$ cat config.mk
export PLATFORM = sky130hd
export DESIGN_NAME = button_input_ctrl
export DESIGN_NICKNAME = d
export VERILOG_FILES = /design/src/rtl/btn_pkg.sv /design/src/rtl/btn_debounce.sv /design/src/rtl/button_input_ctrl.sv
export SDC_FILE = /design/constraint.sdc
export NUM_CORES = 1
export LEC_CHECK = 0
export CORE_MARGIN = 2
export CORE_UTILIZATION = 45
export CTS_CLUSTER_SIZE = 12
export DETAILED_ROUTE_END_ITERATION = 12
export PLACE_DENSITY = 0.74
export SETUP_SLACK_MARGIN = 0.5
export SKIP_CTS_REPAIR_TIMING = 1
export SLEW_MARGIN = 20
export SYNTH_ARGS = -nofsm -noshare
export SYNTH_HDL_FRONTEND = slang
export SYNTH_SLANG_ARGS = --single-unit
export TNS_END_PERCENT = 5
$ cat constraint.sdc
create_clock -name clock -period 1.8 [get_ports clock]
set_clock_uncertainty 0.15 [all_clocks]
set_input_delay 0.36 -clock clock [delete_from_list [all_inputs] [get_ports clock]]
set_output_delay 0.36 -clock clock [all_outputs]
set_load 0.02 [all_outputs]
$ cat src/rtl/btn_pkg.sv
// Shared types and constants for the button input controller: debounce
// FSM state encoding, counter width and status word field offsets.
package btn_pkg;

  typedef enum logic [1:0] {
    ST_LOW       = 2'd0,
    ST_WAIT_HIGH = 2'd1,
    ST_HIGH      = 2'd2,
    ST_WAIT_LOW  = 2'd3
  } btn_state_e;

  localparam int unsigned CNT_W = 16;

  localparam int unsigned STAT_LEVEL_OFS = 0;
  localparam int unsigned STAT_PRESS_OFS = 8;
  localparam int unsigned STAT_OVF_OFS   = 16;
  localparam int unsigned STAT_REL_OFS   = 24;

endpackage

$ cat src/rtl/btn_debounce.sv
// Single-button two-flop synchroniser and debounce FSM; emits the debounced
// level plus one-cycle press and release event pulses.
module btn_debounce
  import btn_pkg::*;
#(
  parameter int unsigned DEBOUNCE_CYCLES = 50000
) (
  input  logic clk_i,
  input  logic rst_i,
  input  logic raw_i,
  output logic level_o,
  output logic press_o,
  output logic release_o
);

  localparam logic [CNT_W-1:0] LAST_CNT = CNT_W'(DEBOUNCE_CYCLES - 1);

  logic             sync1_q, sync2_q;
  btn_state_e       state_q, state_d;
  logic [CNT_W-1:0] cnt_q, cnt_d;
  logic             press_q, press_d;
  logic             rel_q, rel_d;

  always_ff @(posedge clk_i or posedge rst_i) begin
    if (rst_i) begin
      sync1_q <= 1'b0;
      sync2_q <= 1'b0;
      state_q <= ST_LOW;
      cnt_q   <= '0;
      press_q <= 1'b0;
      rel_q   <= 1'b0;
    end else begin
      sync1_q <= raw_i;
      sync2_q <= sync1_q;
      state_q <= state_d;
      cnt_q   <= cnt_d;
      press_q <= press_d;
      rel_q   <= rel_d;
    end
  end

  // The target state is entered on the edge where the count would reach
  // DEBOUNCE_CYCLES, so a clean input edge lands DEBOUNCE_CYCLES+2 edges later.
  always_comb begin
    state_d = state_q;
    cnt_d   = '0;
    press_d = 1'b0;
    rel_d   = 1'b0;
    unique case (state_q)
      ST_LOW: begin
        if (sync2_q) begin
          state_d = ST_WAIT_HIGH;
          cnt_d   = CNT_W'(1);
        end
      end
      ST_WAIT_HIGH: begin
        if (!sync2_q) begin
          state_d = ST_LOW;
        end else if (cnt_q >= LAST_CNT) begin
          state_d = ST_HIGH;
          press_d = 1'b1;
        end else begin
          cnt_d = cnt_q + CNT_W'(1);
        end
      end
      ST_HIGH: begin
        if (!sync2_q) begin
          state_d = ST_WAIT_LOW;
          cnt_d   = CNT_W'(1);
        end
      end
      ST_WAIT_LOW: begin
        if (sync2_q) begin
          state_d = ST_HIGH;
        end else if (cnt_q >= LAST_CNT) begin
          state_d = ST_LOW;
          rel_d   = 1'b1;
        end else begin
          cnt_d = cnt_q + CNT_W'(1);
        end
      end
      default: state_d = ST_LOW;
    endcase
  end

  assign level_o   = (state_q == ST_HIGH) || (state_q == ST_WAIT_LOW);
  assign press_o   = press_q;
  assign release_o = rel_q;

endmodule

$ cat src/rtl/button_input_ctrl.sv
// Debounced button inputs with sticky press/overflow flags and a 32-bit
// status word. Define BTN_RELEASE_EVT_EN to add sticky release flags.
module button_input_ctrl
  import btn_pkg::*;
#(
  parameter int unsigned NUM_BTN         = 2,
  parameter int unsigned DEBOUNCE_CYCLES = 50000
) (
  input  logic               clock,
  input  logic               reset,
  input  logic [NUM_BTN-1:0] btn_raw,
  input  logic               clr,
  input  logic [7:0]         clr_mask,
  output logic [NUM_BTN-1:0] level,
  output logic [NUM_BTN-1:0] press_pulse,
  output logic [31:0]        status
);

  logic [NUM_BTN-1:0] rel_evt;
  logic [NUM_BTN-1:0] clr_sel;
  logic [NUM_BTN-1:0] press_flag_q, press_flag_d;
  logic [NUM_BTN-1:0] ovf_flag_q, ovf_flag_d;
  logic               unused_clr_mask;

  for (genvar g = 0; g < NUM_BTN; g++) begin : g_btn
    btn_debounce #(
      .DEBOUNCE_CYCLES(DEBOUNCE_CYCLES)
    ) u_deb (
      .clk_i    (clock),
      .rst_i    (reset),
      .raw_i    (btn_raw[g]),
      .level_o  (level[g]),
      .press_o  (press_pulse[g]),
      .release_o(rel_evt[g])
    );
  end

  // Mask bits above NUM_BTN select nothing.
  assign clr_sel         = clr ? clr_mask[NUM_BTN-1:0] : '0;
  assign unused_clr_mask = ^clr_mask;

  // A coincident press wins over clear for press_flag; overflow is cleared.
  assign press_flag_d = press_pulse | (press_flag_q & ~clr_sel);
  assign ovf_flag_d   = ~clr_sel & (ovf_flag_q | (press_pulse & press_flag_q));

  always_ff @(posedge clock or posedge reset) begin
    if (reset) begin
      press_flag_q <= '0;
      ovf_flag_q   <= '0;
    end else begin
      press_flag_q <= press_flag_d;
      ovf_flag_q   <= ovf_flag_d;
    end
  end

`ifdef BTN_RELEASE_EVT_EN
  logic [NUM_BTN-1:0] rel_flag_q, rel_flag_d;

  assign rel_flag_d = rel_evt | (rel_flag_q & ~clr_sel);

  always_ff @(posedge clock or posedge reset) begin
    if (reset) begin
      rel_flag_q <= '0;
    end else begin
      rel_flag_q <= rel_flag_d;
    end
  end
`else
  logic unused_rel_evt;
  assign unused_rel_evt = ^rel_evt;
`endif

  always_comb begin
    status = '0;
    status[STAT_LEVEL_OFS +: NUM_BTN] = level;
    status[STAT_PRESS_OFS +: NUM_BTN] = press_flag_q;
    status[STAT_OVF_OFS   +: NUM_BTN] = ovf_flag_q;
`ifdef BTN_RELEASE_EVT_EN
    status[STAT_REL_OFS   +: NUM_BTN] = rel_flag_q;
`endif
  end

endmodule
# Word level (Yosys, flattened, before mapping)
# Cells that the tools add are included.
# W data, S select, Z words.
[classes]
n_eq_ne = 14
muxes = 33
n_bitwise = 6
n_reduce_logical = 6
magnitude_cmp = 2
addsub = 2
[ops]
columns = ["cell", "n"]
rows = [
  ["$pmux W16 S4", 2],
  ["$mux W16", 6],
  ["$add A16 B1 Y16 const B", 2],
  ["$ge A16 B16 Y1 const B", 2],
  ["$mux W2", 13],
  ["$pmux W2 S4", 2],
  ["$mux W1", 10],
  ["$eq A2 B2 Y1 const B", 4],
  ["$reduce_and A4 Y1", 2],
  ["$and A2 B2 Y2", 3],
  ["$ne A3 B1 Y1 const B", 2],
  ["$ne A3 B3 Y1 const B", 2],
  ["$eq A2 B1 Y1 const B", 2],
  ["$logic_not A2 Y1", 2],
  ["$ne A2 B1 Y1 const B", 2],
  ["$ne A2 B2 Y1 const B", 2],
  ["$or A2 B2 Y2", 2],
  ["$logic_or A1 B1 Y1", 2],
  ["$not A2 Y2", 1],
]
[word_totals]
output_inout_bits = 36
register_bits = 46

# Longest topological paths before layout
[logic_depth]
word_depth = 4
depth_mapped = 6

# By module
# From an unflattened synthesis, not the netlist that was laid out.
[hier_totals]
hier_cells = 248
area_unflattened_um2 = 2453.6
[by_module_without_submodules]
columns = ["mod", "cells_per_inst", "area_each_um2", "seq_area_each_um2", "n_inst"]
rows = [
  ["btn_debounce at g_btn[0].u_deb", 103, 1051.0, 550.5, 1],
  ["btn_debounce at g_btn[1].u_deb", 103, 1042.2, 550.5, 1],
  ["button_input_ctrl", 42, 360.3, 100.1, 1],
]

# Worst setup path before layout
# No wires, ideal clock.
[synth_timing]
kind = "reg2reg"
start = "register g_btn[0].u_deb.cnt_q[12]"
end = "register with a tool-made name"
arrival_time_ps = 1609
stages_incl_launch_ff = 5
setup_ps = 127
setup_slack_ps = -87
cell_sequence = "dfrtp_1 or4_4 a211oi_2 nor4_2 mux2_1"
[synth_lines]
columns = ["element", "line", "text"]
rows = [
  ["start, declared", "btn_debounce.sv:20", "logic [CNT_W-1:0] cnt_q, cnt_d;"],
  ["start signal, assigned", "btn_debounce.sv:36", "cnt_q <= cnt_d;"],
]

==> out/metrics.cfg <==
[worst_setup_path]
slowest_delay_ns = 0.57
start_kind = flip-flop
worstPathMaxFanout = 4
arrival_ns = 2.02
cp_top_family = simple AND/OR/NAND/NOR gates
crit_type = reg -> reg
crit_path_cell_trace = or4_4 > a211oi_4 > buf_4 > nor4_4 > mux2_4
crit_required_ns = 1.84
cp-startpoint = g_btn[0].u_deb.cnt_q[10]
reg2regPathDepth = 5
cp_num_buf_inv = 1
r2r_slack_ns = -0.17
rr_startpoint = g_btn[0].u_deb.cnt_q[10]
worst_path_max_delay_cell = or4_4
crit_cells = 5
endpoint_kind = flip-flop

[route]
post_drt_via_cell_ratio = 4.82
routed-via-count = 1726
route.antenna.remaining_nets = 0
drt_iter0_markers = 57
firstDrtPassIters = 4
wire_per_inst_um = 12.4
routed_wl_mm = 4.43
drc = 0

[grt]
grt_max_degree = 27
antenna_found_initial = 0
grt_usage = 0.157
grt_overflow_total = 0
grt_pass1_wl_mm = 7.29
grt_pass1_vias = 1624

[logic_synthesis]
ys_warn_count = 0
netlist_instances = 238
ys_seq_area_frac = 0.486
synth_common_cells = dfrtp_1, nor2_1, buf_4, xnor2_1
ys_top_cells_by_area = dfrtp_1, buf_4, xnor2_1, nor2_1, nand3_1
synth_edf_count = 0
syn_avg_cell_area_sq_um = 9.96
syn_area_sq_um = 2370
synth_top_area_cell = dfrtp_1
synth.most_common_cell = dfrtp_1
ys_ff_latch = 46
ys_types = 41
async_reset_ff_frac = 1.00
synth_top_area_share = 0.486
ys.flop_type = dfrtp_1

[floorplan]
die_h_um = 76.6
die_x_um = 76.6
start_util = 0.464
core_area_sq_um = 5110
pin_count = 49
die-area_sq_um = 5860
rows = 26

[sta]
finalSetupViolations = 34
tightest_slew_ns = 0.659
maxSlewViolCount = 0
holdWs_ns = 0.145
rsz0062_at_grt = true
timing.final.crit_share = 1.10
hold_violations = 0
fin_ws_ns = -0.173
max_freq_mhz = 507
slew_headroom = 0.561
post-route-min-period_ns = 1.97

[place]
finalWeightedCongestion = 0.825
dp.cells = 344
port_buffers = 16
preCtsSetupSlack_ns = -0.404
dpl.hpwl_mm = 3.07

[finish]
utilization = 0.573
drive_gt1_frac = 0.264
diodes = 0
final-instance-count-excl-fill = 358
final_nets = 302
final.fill_count = 441
syn_to_final_growth_pct = 23.5

[power_and_ir_drop]
p_leak_nw = 1.32
vdd_ir_drop_max_mv = 0.488
pwr_density_cell_nw_per_um2 = 630
power_mw = 1.85

[clock_tree]
clk_latency_ns = 0.31
cts_buffer_depth = 2
clk_pin_slew_worst_paths_ns = 0.09
cts_buffers = 5
cts_max_level = 2
cts_tree = built
cts-root-buf = clkbuf_8
numClockSinks = 46

[hold_path]
hold_path_class = in -> async

[run_status]
violations = setup timing
status = finished, violations left

[flow_run]
maxCapViolCount = 0

==> kinds of logic (layout without fill, tap and decap cells) <==
| kind of cell | count (synthesis) | in the layout | synth area share |
|---|---|---|---|
| fa+ha+maj | 2 | 2 | 0.0106 |
| mux | 2 | 2 | 0.00950 |
| xor+xnor | 27 | 27 | 0.0998 |
| buf+inv | 49 | 74 | 0.133 |
| simple gates | 89 | 89 | 0.193 |
| compound gates | 22 | 22 | 0.0676 |
| flops | 46 | 46 | 0.486 |
| other cells | 1 | 26 | 0.00158 |
==> flip-flops by register name (all words and copies together) (netlist names), named ones only <==
signal / flops
g_btn.u_deb.cnt_q: 32
g_btn.u_deb.press_o: 2
press_flag_q: 2
g_btn.u_deb.state_q: 2
ovf_flag_q: 2
g_btn.u_deb.sync2_q: 2
g_btn.u_deb.sync1_q: 2
==> report_power, final <==
| part | total [mW] | switching, mW | internal (mW) | leakage (nW) |
|---|---|---|---|---|
| clock | 0.643 | 0.369 | 0.275 | 0.0452 |
| sequential | 1.05 | 0.00963 | 1.05 | 0.624 |
| combinational | 0.147 | 0.104 | 0.0435 | 0.648 |
| total | 1.85 | 0.482 | 1.36 | 1.32 |
==> per-layer routing <==
layer / global-route usage / vias up / wire length, um
li1: - / 838 / -
met1: 0.190 / 851 / 1980
met2: 0.274 / 29 / 2230
met3: 0.0320 / 8 / 147
met4: 0.0600 / 0 / 72
met5: 0 / - / 0
==> per-stage QoR <==
stage	setup TNS, ns	instance area (sq um)
finish	-2.19	2930
detailed placement	-8.24	2720
global placement	-5.95	2720
floorplan	-0.474	2480
global route	-5.46	2930
CTS	-9.25	2810
==> area by class of cell <==
type,count,area [sq um],share of cell area
sequential,46,1150,0.393
multi-input combinational,168,1080,0.369
timing repair buffer,55,480,0.164
tap,70,87.6,0.0299
clock buffer,6,72.6,0.0248
inverter,11,41.3,0.0141
clock inverter,2,13.8,0.00470
==> cells in the final DEF (no fill, tap or decap), types with 2 or more instances in the layout <==
master / instances
dfrtp_1: 46
buf_4: 38
nor2_1: 31
conb_1: 26
xnor2_1: 23
nand3_1: 11
inv_1: 10
nand2_1: 9
buf_6: 8
a21oi_1: 7
nand4_1: 7
nor3_1: 7
nor4_1: 6
nor2_2: 6
clkdlybuf4s50_1: 6
clkbuf_8: 5
xor2_1: 4
or4_4: 2
o21ai_0: 2
a31oi_1: 2
a21o_1: 2
ha_2: 2
dlymetal6s2s_1: 2
==> how the worst min path moves through the flow <==
stage | slack, ns | to | depth (start not counted)
floorplan | 0.18 | g_btn[0].u_deb.sync2_q | 0
global placement | 0.18 | g_btn[0].u_deb.sync2_q | 0
detailed placement | 0.19 | g_btn[0].u_deb.sync2_q | 0
CTS | 0.15 | g_btn[0].u_deb.cnt_q[11] | 2
global route | 0.17 | g_btn[0].u_deb.state_q[0] | 2
finish | 0.14 | g_btn[0].u_deb.state_q[0] | 2
No activity file was read; power rests on OpenSTA's default activity.
